[src/rtl/hdmi_link_ctrl.sv]
// -----------------------------------------------------------------------------
// hdmi_link_ctrl
//
// Brings up an HDMI transmit link. It waits for a stable clock-generator lock,
// holds the serializer in reset for a fixed time, writes five video-timing
// words to the transmitter core over a valid/ready handshake, and then enables
// pixel streaming. Lock loss or a restart request sends it back to the start.
//
// Optional feature (macro HDMI_LINK_CTRL_TIMEOUT_EN):
//   When defined, a stalled config handshake that lasts CFG_TIMEOUT cycles
//   moves the controller to FAULT and sets the sticky o_err flag. When the
//   macro is undefined, CFG waits indefinitely and o_err is constant 0.
//
// Parameters:
//   LOCK_STABLE  consecutive i_locked-high cycles needed to qualify lock
//   RST_CYCLES   cycles o_serdes_rst is held once lock qualifies
//   H_ACTIVE, H_TOTAL, V_ACTIVE, V_TOTAL  video timing values written in CFG
//   CFG_TIMEOUT  maximum handshake stall (timeout build only)
//
// Ports:
//   clk           in   pixel clock, the only clock
//   rstn          in   asynchronous active-low reset
//   i_locked      in   clock-generator locked status (synchronous to clk)
//   i_restart     in   single-cycle restart request
//   i_cfg_ready   in   transmitter core accepts the current config word
//   o_cfg_valid   out  config word valid
//   o_cfg_data    out  config word: [31:24] address, [23:0] value
//   o_serdes_rst  out  serializer reset, active-high
//   o_rgb_en      out  pixel data enable into the transmitter core
//   o_link_up     out  link configured and streaming
//   o_err         out  sticky configuration-timeout flag
// -----------------------------------------------------------------------------
module hdmi_link_ctrl #(
  parameter int LOCK_STABLE = 16,
  parameter int RST_CYCLES  = 8,
  parameter int H_ACTIVE    = 640,
  parameter int H_TOTAL     = 800,
  parameter int V_ACTIVE    = 480,
  parameter int V_TOTAL     = 525,
  parameter int CFG_TIMEOUT = 1024
) (
  input  logic        clk,
  input  logic        rstn,
  input  logic        i_locked,
  input  logic        i_restart,
  input  logic        i_cfg_ready,
  output logic        o_cfg_valid,
  output logic [31:0] o_cfg_data,
  output logic        o_serdes_rst,
  output logic        o_rgb_en,
  output logic        o_link_up,
  output logic        o_err
);

  typedef enum logic [2:0] {
    WAIT_LOCK,
    SERDES_RST,
    CFG,
    STREAM,
    FAULT
  } state_t;

  localparam int LCW = $clog2(LOCK_STABLE + 1);
  localparam int RCW = $clog2(RST_CYCLES + 1);
  localparam logic [2:0] LAST_WORD = 3'd4;

  state_t           state;
  logic [LCW-1:0]   lock_cnt;
  logic [RCW-1:0]   rst_cnt;
  logic [2:0]       word_idx;
  logic             lock_lost;
  logic             restart_req;
  logic             abort;

`ifdef HDMI_LINK_CTRL_TIMEOUT_EN
  localparam int TCW = $clog2(CFG_TIMEOUT + 1);
  logic [TCW-1:0]   to_cnt;
  logic             err_q;
`endif

  // Config word table; timing values are zero-extended into the 24-bit field.
  function automatic logic [31:0] cfg_word(input logic [2:0] idx);
    case (idx)
      3'd0:    cfg_word = {8'h00, 24'(H_ACTIVE)};
      3'd1:    cfg_word = {8'h01, 24'(H_TOTAL)};
      3'd2:    cfg_word = {8'h02, 24'(V_ACTIVE)};
      3'd3:    cfg_word = {8'h03, 24'(V_TOTAL)};
      default: cfg_word = {8'h04, 24'h1};
    endcase
  endfunction

  // Lock loss is honoured everywhere except WAIT_LOCK (already there) and
  // FAULT (which only restart or reset may leave). Restart is ignored until
  // the link has started configuring. Both lead to the same WAIT_LOCK entry.
  // NOTE: every signal assigned in always_comb gets a default first so no
  // path can leave it unassigned and infer a latch.
  always_comb begin
    lock_lost   = 1'b0;
    restart_req = 1'b0;
    if (!i_locked && (state == SERDES_RST || state == CFG || state == STREAM))
      lock_lost = 1'b1;
    if (i_restart && (state == CFG || state == STREAM || state == FAULT))
      restart_req = 1'b1;
    abort = lock_lost || restart_req;
  end

  // NOTE: all state and outputs update with non-blocking assignments so every
  // register samples the pre-edge values, independent of statement order.
  always_ff @(posedge clk or negedge rstn) begin
    if (!rstn) begin
      state        <= WAIT_LOCK;
      lock_cnt     <= '0;
      rst_cnt      <= '0;
      word_idx     <= '0;
      o_cfg_valid  <= 1'b0;
      o_cfg_data   <= '0;
      o_serdes_rst <= 1'b1;
      o_rgb_en     <= 1'b0;
      o_link_up    <= 1'b0;
`ifdef HDMI_LINK_CTRL_TIMEOUT_EN
      to_cnt       <= '0;
      err_q        <= 1'b0;
`endif
    end else if (abort) begin
      // Abandon any pending word and restart sequencing from scratch.
      state        <= WAIT_LOCK;
      lock_cnt     <= '0;
      rst_cnt      <= '0;
      word_idx     <= '0;
      o_cfg_valid  <= 1'b0;
      o_cfg_data   <= '0;
      o_serdes_rst <= 1'b1;
      o_rgb_en     <= 1'b0;
      o_link_up    <= 1'b0;
`ifdef HDMI_LINK_CTRL_TIMEOUT_EN
      to_cnt       <= '0;
      err_q        <= 1'b0;
`endif
    end else begin
      case (state)
        WAIT_LOCK: begin
          if (!i_locked) begin
            lock_cnt <= '0;
          end else if (lock_cnt == LCW'(LOCK_STABLE - 1)) begin
            // This edge brings the count to LOCK_STABLE: lock qualifies.
            lock_cnt <= '0;
            rst_cnt  <= '0;
            state    <= SERDES_RST;
          end else begin
            lock_cnt <= lock_cnt + LCW'(1);
          end
        end

        SERDES_RST: begin
          if (rst_cnt == RCW'(RST_CYCLES - 1)) begin
            rst_cnt      <= '0;
            word_idx     <= '0;
            o_serdes_rst <= 1'b0;
            state        <= CFG;
          end else begin
            rst_cnt <= rst_cnt + RCW'(1);
          end
        end

        CFG: begin
          if (!o_cfg_valid) begin
            // First CFG cycle: present word 0.
            o_cfg_valid <= 1'b1;
            o_cfg_data  <= cfg_word(3'd0);
          end else if (i_cfg_ready) begin
`ifdef HDMI_LINK_CTRL_TIMEOUT_EN
            to_cnt <= '0;
`endif
            if (word_idx == LAST_WORD) begin
              o_cfg_valid <= 1'b0;
              o_cfg_data  <= '0;
              word_idx    <= '0;
              o_rgb_en    <= 1'b1;
              o_link_up   <= 1'b1;
              state       <= STREAM;
            end else begin
              // Next word follows back-to-back; valid stays high.
              word_idx   <= word_idx + 3'd1;
              o_cfg_data <= cfg_word(word_idx + 3'd1);
            end
          end
`ifdef HDMI_LINK_CTRL_TIMEOUT_EN
          else if (to_cnt == TCW'(CFG_TIMEOUT - 1)) begin
            // CFG_TIMEOUT consecutive stalled cycles: give up.
            to_cnt       <= '0;
            o_cfg_valid  <= 1'b0;
            o_cfg_data   <= '0;
            word_idx     <= '0;
            o_serdes_rst <= 1'b1;
            err_q        <= 1'b1;
            state        <= FAULT;
          end else begin
            to_cnt <= to_cnt + TCW'(1);
          end
`endif
        end

        STREAM: begin
          // Held until lock loss or restart, both handled by the abort path.
        end

        FAULT: begin
          // Left only through restart (abort path) or reset.
        end

        default: begin
          state <= WAIT_LOCK;
        end
      endcase
    end
  end

`ifdef HDMI_LINK_CTRL_TIMEOUT_EN
  assign o_err = err_q;
`else
  // Without the timeout feature FAULT is unreachable and the flag is tied off.
  logic unused_cfg_timeout;
  assign unused_cfg_timeout = ^CFG_TIMEOUT;
  assign o_err = 1'b0;
`endif

endmodule
[config.mk]
export PLATFORM = sky130hd
export DESIGN_NAME = hdmi_link_ctrl
export DESIGN_NICKNAME = d
export VERILOG_FILES = /design/src/rtl/hdmi_link_ctrl.sv
export SDC_FILE = /design/constraint.sdc
export NUM_CORES = 1
export LEC_CHECK = 0
export BUFFER_PORTS_ARGS = -buffer_cell sky130_fd_sc_hd__buf_4
export CAP_MARGIN = 40
export CORE_UTILIZATION = 57
export DETAILED_ROUTE_END_ITERATION = 12
export GPL_TIMING_DRIVEN = 0
export HOLD_SLACK_MARGIN = 0.02
export PLACE_DENSITY = 0.92
export SLEW_MARGIN = 20
export SYNTH_ARGS = -nofsm -noshare
export SYNTH_HDL_FRONTEND = slang
export SYNTH_SLANG_ARGS = --single-unit
[constraint.sdc]
create_clock -name clk -period 6.2 [get_ports clk]
set_clock_uncertainty 0.15 [all_clocks]
set_input_delay 0.62 -clock clk [delete_from_list [all_inputs] [get_ports clk]]
set_output_delay 0.62 -clock clk [all_outputs]
set_load 0.005 [all_outputs]
==> results of run 1 <==
## logic make-up (layout without fill, tap and decap cells)
family / Yosys count / count (layout) / synth area share
multiplexers: 3 / 3 / 0.0190
buffers and inverters: 40 / 63 / 0.149
AND/OR/NAND/NOR: 58 / 58 / 0.186
XOR/XNOR: 2 / 2 / 0.0106
other: 1 / 22 / 0.00228
AO/OA/AOI/OAI: 37 / 37 / 0.153
flip-flops: 26 / 26 / 0.396
adder cells (fa/ha/maj): 11 / 11 / 0.0836
## routing by layer
layer | routed length [µm] | vias up | track usage
met5 | 0 | - | 0
met2 | 1430 | 49 | 0.339
li1 | - | 661 | -
met1 | 1310 | 608 | 0.265
met4 | 19 | 0 | 0.0464
met3 | 170 | 2 | 0.0140
## synthesized netlist by cell type (2+ instances only)
cell	instances
nor2_1	14
nand4_1	5
a221o_1	2
nor4_1	2
a22o_1	3
o31ai_1	2
o21bai_1	2
nor2b_1	2
mux2i_1	2
nand2b_1	4
dfrtp_1	25
ha_1	11
clkbuf_1	4
buf_4	25
inv_1	10
nand3_1	5
o21a_1	2
a21oi_1	6
o21ai_0	10
or4_1	3
nand2_1	15
nor3_1	2
## final cells by class
| cell class | instances | area (µm²) |
|---|---|---|
| repair buffers | 19 | 143 |
| plain buffers | 30 | 208 |
| clock buffers | 4 | 36.3 |
| well taps | 31 | 38.8 |
| fillers | 236 | 792 |
| flip-flops and latches | 26 | 652 |
| multi-input cells | 133 | 827 |
| inverters | 10 | 37.5 |
## final timing paths
path                            cells past startpoint  slack (ps)                      start                    endpoint
worst max-delay path                                7        3840       state[0]$_DFFE_PN0P_   o_cfg_data[0]$_DFFE_PN0P_
worst min-delay path                                1          30                       rstn  o_cfg_data[26]$_DFFE_PN0P_
worst max register to register                      7        3840       state[0]$_DFFE_PN0P_   o_cfg_data[0]$_DFFE_PN0P_
worst min register to register                      2         350  o_cfg_data[9]$_DFFE_PN0P_   o_cfg_data[9]$_DFFE_PN0P_
max in group asynchronous                           1        5570                       rstn    o_serdes_rst$_DFFE_PN1P_
min in group clk                                    2         350  o_cfg_data[9]$_DFFE_PN0P_   o_cfg_data[9]$_DFFE_PN0P_
## metrics by stage
step	hold WS [ps]	setup WS (ps)
2_1_floorplan	174	4220
6_report	31.3	3840
3_5_place_dp	319	3850
3_3_place_gp	313	3920
5_1_grt	35.3	3690
4_1_cts	36.8	3820
## power by group through the flow
stage	registers [W]	logic, W	clock network (W)
after global routing	0.000241	0.000238	0.0000953
final	0.000235	0.000212	0.0000856
after detailed placement	0.000239	0.000211	0
after floorplan	0.000233	0.000151	0
after global placement	0.000236	0.000204	0
after CTS	0.000235	0.000213	0.0000866
## state kept, by name, summed over array words and instances (netlist names)
signal and count:
o_link_up 1, o_cfg_data 9, state 2, lock_cnt 5
word_idx 3, o_cfg_valid 1, rst_cnt 4, o_serdes_rst 1
## worst max-delay path: stages (launching register included)
cell and delay, ps:
dfrtp_1 420, inv_1 80, ha_1 230, o21ai_0 310, o21ai_1 200, clkbuf_1 290, nor4_1 450, a221o_1 170
==> reports/metrics.yaml, run 1 <==
status: "completed"
synth_edf_count: 0
p_comb_frac: 0.398
clkPwrFrac: 0.161
min_period_ps: 2360
drtAntennaViolNets: 0
period_share: 0.380
cts_buffers: 3
hold_buffers: 0
place.gp.congestion: 0.831
synth_warnings: 0
grt_pass1_wl_mm: 4.97
dieArea_um2: 3110
finish.utilization: 0.710
drv_slew: 0
ys_ff_latch: 26
synthCells: 178
crit_path_start_kind: "flop"
die-height_um: 55.7
areaGrowthSynthToFinish_pct: 18.0
ir_drop_v: 0.000178
arrival_ps: 2470
synth-async-reset-ratio: 1.00
total_leakage_power_nw: 1.02
n_antenna_cell: 0
achievable-frequency_mhz: 424
initial_core_util: 0.602
clk_latency_ps: 310
swShare: 0.371
avgViaCountPerCell: 5.22
critical_path_class: "reg2reg"
required_ps: 6320
fp.coreArea_um2: 2730
internal-power_w: 0.000335
drc: 0
cts_tree: "built"
dp_cells: 249
cts_sinks: 26
cts_resized: 0
final-hold-violation-count: 0
clkTransAtPathRegs_ps: 140
worstMarginPinSlew_ps: 562
num_rows: 19
final_common_cell: "buf_4"
root_buffer: "clkbuf_4"
p_sw_w: 0.000197
yosysTopAreaCell: "dfrtp_1"
syn_area_um2: 1650
rsz0062_at_grt: "false"
drive_gt1_frac: 0.243
synthTopCellsByArea: "dfrtp_1, buf_4, ha_1"
dr.pass1.iters: 4
place.port_buffers: 19
final_cell_count_no_fill: 253
wl_mm: 2.93
power_frac_seq: 0.441
clockBufferDepth: 2
slew_headroom: 0.626
cp-end-kind: "flop"
grt_max_degree: 27
die_w_um: 55.7
placed_cell_area_um2: 1910
wl_per_cell_um: 11.6
synth-main-ff-cell: "dfrtp_1"
cts_setup_buffers: 0
cp_max_fo: 10
hp-class: "in2async"
post-route-cell-area_um2: 1940
syn_avg_cell_area_um2: 9.24
first_iter_violations: 44
drv_cap: 0
power_w: 0.000532
ys_seq_area_frac: 0.396
grt_usage: 0.195
setup_viol_count_final: 0
grt_pass1_vias: 1163
dr_total_vias: 1320
final_cell_mix: "buf_4, dfrtp_1, conb_1"
p_per_area_nw_per_um2: 274
htree_num_levels: 1
ys_types: 44
grt_overflow: 0
yosys.area.top_type_share: 0.380
finalSetupTns_ps: 0
antenna_found_initial: 0
pin_count: 42
nets: 239
dp_hpwl_mm: 2.18
(Power assumes the default switching activity.)
==> run 2: changes to the inputs <==
--- a/config.mk
+++ b/config.mk
@@ -7,11 +7,11 @@
 export LEC_CHECK = 0
 export BUFFER_PORTS_ARGS = -buffer_cell sky130_fd_sc_hd__buf_4
 export CAP_MARGIN = 40
-export CORE_UTILIZATION = 57
+export CORE_UTILIZATION = 53
 export DETAILED_ROUTE_END_ITERATION = 12
 export GPL_TIMING_DRIVEN = 0
 export HOLD_SLACK_MARGIN = 0.02
-export PLACE_DENSITY = 0.92
+export PLACE_DENSITY = 0.87
 export SLEW_MARGIN = 20
 export SYNTH_ARGS = -nofsm -noshare
 export SYNTH_HDL_FRONTEND = slang
==> constraint.sdc (replaced) <==
create_clock -name clk -period 2.26 [get_ports clk]
set_clock_uncertainty 0.15 [all_clocks]
set_input_delay 0.226 -clock clk [delete_from_list [all_inputs] [get_ports clk]]
set_output_delay 0.226 -clock clk [all_outputs]
set_load 0.005 [all_outputs]
==> run 2 against run 1 <==
The flow now finishes with violations (design-rule violations). Sequential share of layout area decreased by 1.5 points. Routed wire length is 4.2% higher. Utilization rose by 0.33 points. Setup slack worse by 3700 ps. Via count shrank 0.98%. Non-clock buffer count grew 2. Maximum frequency grew 9.2%.
==> reports/metrics.yaml, run 2 (synthesis gave the netlist of run 1 again) <==
cp-end-kind: "flop"  # unchanged
fill_cells: 215  # was 236
arrival_ps: 2280  # was 2470 ps
setup_viol_count_final: 0  # unchanged
place_ws_ps: -41.8  # was 3850 ps
reg_top3: "o_cfg_data x9, lock_cnt x5, rst_cnt x4"  # unchanged
cp_max_fo: 6  # was 10
wl_mm: 3.06  # was 2.93 mm
p_comb_frac: 0.403  # was 0.398
drv_cap: 0  # unchanged
status: "complete, but fails checks"  # was completed
top_register: "o_cfg_data"  # unchanged
multiInputGateArea_um2: 873  # was 827 µm²
fin_ws_ps: 101  # was 3840 ps
drive_gt1_frac: 0.313  # was 0.243
critical-path-slowest-cell: "or4_1"  # was nor4_1
required_ps: 2380  # was 6320 ps
wl_per_cell_um: 12.0  # was 11.6 µm
n_antenna_cell: 0  # unchanged
dr.pass1.iters: 8  # was 4
grt_max_degree: 27  # unchanged
internal-power_w: 0.00105  # was 0.000335 W
worstMarginPinSlew_ps: 511  # was 562 ps
drv_slew: 0  # unchanged
cts_sinks: 26  # unchanged
cts_tree: "built"  # unchanged
clkTransAtPathRegs_ps: 150  # was 140 ps
grt_pass1_vias: 1083  # was 1,163
violations: "design-rule violations"
avgViaCountPerCell: 5.13  # was 5.22
achievable-frequency_mhz: 463  # was 424 MHz
antenna_found_initial: 0  # unchanged
critical_path_class: "reg2reg"  # unchanged
total_leakage_power_nw: 1.06  # was 1.02 nW
slew_headroom: 0.656  # was 0.626
p_per_area_nw_per_um2: 799  # was 274 nW/µm²
crit_path_start_kind: "flop"  # unchanged
die-height_um: 57.7  # was 55.7 µm
hp-class: "in2reg"  # was in2async
drtAntennaViolNets: 0  # unchanged
initial_core_util: 0.577  # was 0.602
p_sw_w: 0.000576  # was 0.000197 W
areaGrowthSynthToFinish_pct: 23.7  # was 18.0%
period_share: 0.955  # was 0.380
min_period_ps: 2160  # was 2360 ps
clkPwrFrac: 0.201  # was 0.161
placed_cell_area_um2: 1910  # unchanged
die_w_um: 57.7  # was 55.7 µm
fp.coreArea_um2: 2850  # was 2730 µm²
drc: 5  # was 0
path_cells: "inv_1, ha_4, nand4_1, a221o_1, or4_1, a21oi_2"  # was inv_1, ha_1, o21ai_0, o21ai_1, clkbuf_1, nor4_1, a221o_1
finalSetupTns_ps: 0  # unchanged
post-route-cell-area_um2: 2040  # was 1940 µm²
pin_count: 42  # unchanged
clk_latency_ps: 330  # was 310 ps
grt_pass1_wl_mm: 4.85  # was 4.97 mm
dieArea_um2: 3330  # was 3110 µm²
final-hold-violation-count: 0  # unchanged
cts_buffers: 3  # unchanged
dp_hpwl_mm: 2.23  # was 2.18 mm
final_cell_count_no_fill: 255  # was 253
num_rows: 19  # unchanged
clockBufferDepth: 2  # unchanged
final_common_cell: "buf_4"  # unchanged
grt_usage: 0.189  # was 0.195
grt_overflow: 0  # unchanged
first_iter_violations: 32  # was 44
root_buffer: "clkbuf_4"  # unchanged
dp_cells: 249  # unchanged
cpPeakStageDelay_ps: 510  # was 450 ps
place.port_buffers: 19  # unchanged
swShare: 0.354  # was 0.371
ff_latch_area_um2: 653  # was 652 µm²
dr_total_vias: 1307  # was 1,320
nets: 241  # was 239
htree_num_levels: 1  # unchanged
power_frac_seq: 0.396  # was 0.441
largest_reg_flops: 9  # unchanged
final_cell_mix: "buf_4, dfrtp_1, conb_1"  # unchanged
place.gp.congestion: 0.945  # was 0.831
ir_drop_v: 0.000494  # was 0.000178 V
## run 2: cell types whose count changed in the layout (fill, tap and decap cells not counted), sizes merged
| cell | change |
|---|---|
| buf | +3 |
| clkbuf | -3 |
| bufinv | +1 |
| dlygate4sd3 | +1 |
## run 2: critical path: cells and delay by family (launching register included)
kind	cells	cell delay, ps
and+or+nand+nor	2	640
AOI/OAI and AO/OA	2	550
DFF	1	460
adders and majority gates	1	180
buffers and inverters	1	130
## run 2: cell type report
class / count / area share
well taps: 31 / 0.0191
flip-flops and latches: 26 / 0.321
repair buffers: 23 / 0.0860
clock buffers: 3 / 0.0111
multi-input cells: 133 / 0.429
inverters: 10 / 0.0184
plain buffers: 28 / 0.101
clock inverters: 1 / 0.0148
## run 2: metal layers
metal | GRT usage | wire [µm] | up-vias
met3 | 0.0335 | 143 | 4
li1 | - | - | 670
met5 | 0 | 0 | -
met1 | 0.255 | 1380 | 596
met2 | 0.312 | 1500 | 37
met4 | 0.0612 | 31 | 0
## run 2: power groups by stage
stage	logic (W)	clock network, W	registers, W
global route	0.000736	0.000348	0.000659
global placement	0.000564	0	0.000649
floorplan	0.000414	0	0.000639
CTS	0.000586	0.000333	0.000644
detailed placement	0.000580	0	0.000655
finish	0.000656	0.000327	0.000644
## run 2: metrics by stage
step / hold WS [ps] / power [W] / util
finish: 92.9 / 0.00163 / 0.714
CTS: 75.8 / 0.00156 / 0.693
global placement: 0.932 / 0.00121 / 0.668
detailed placement: 0.438 / 0.00123 / 0.668
floorplan: -220 / 0.00105 / -
global route: 100 / 0.00174 / 0.714
## run 2: repair_timing
| item | CTS | global route |
|---|---|---|
| hold buffers | 1 | 0 |
| buffers inserted | 0 | 3 |
| resized for setup | 2 | 16 |
| hold endpoints to repair | 26 | 0 |
| setup endpoints to repair | 2 | 16 |
| pin swaps | 0 | 1 |
## run 2: path summary, 6_finish.rpt
path                                       startpoint                    endpoint  slack (ps)  cells past startpoint
setup / recovery              word_idx[0]$_DFFE_PN0P_        state[0]$_DFFE_PN0P_         100                      6
hold / removal                               i_locked     lock_cnt[3]$_DFFE_PN0P_          90                      3
setup reg to reg              word_idx[0]$_DFFE_PN0P_        state[0]$_DFFE_PN0P_         100                      6
hold reg to reg            o_cfg_data[26]$_DFFE_PN0P_  o_cfg_data[26]$_DFFE_PN0P_         350                      1
max in group asynchronous                        rstn    o_serdes_rst$_DFFE_PN1P_        1470                      2
min in group asynchronous                        rstn     word_idx[1]$_DFFE_PN0P_         190                      2
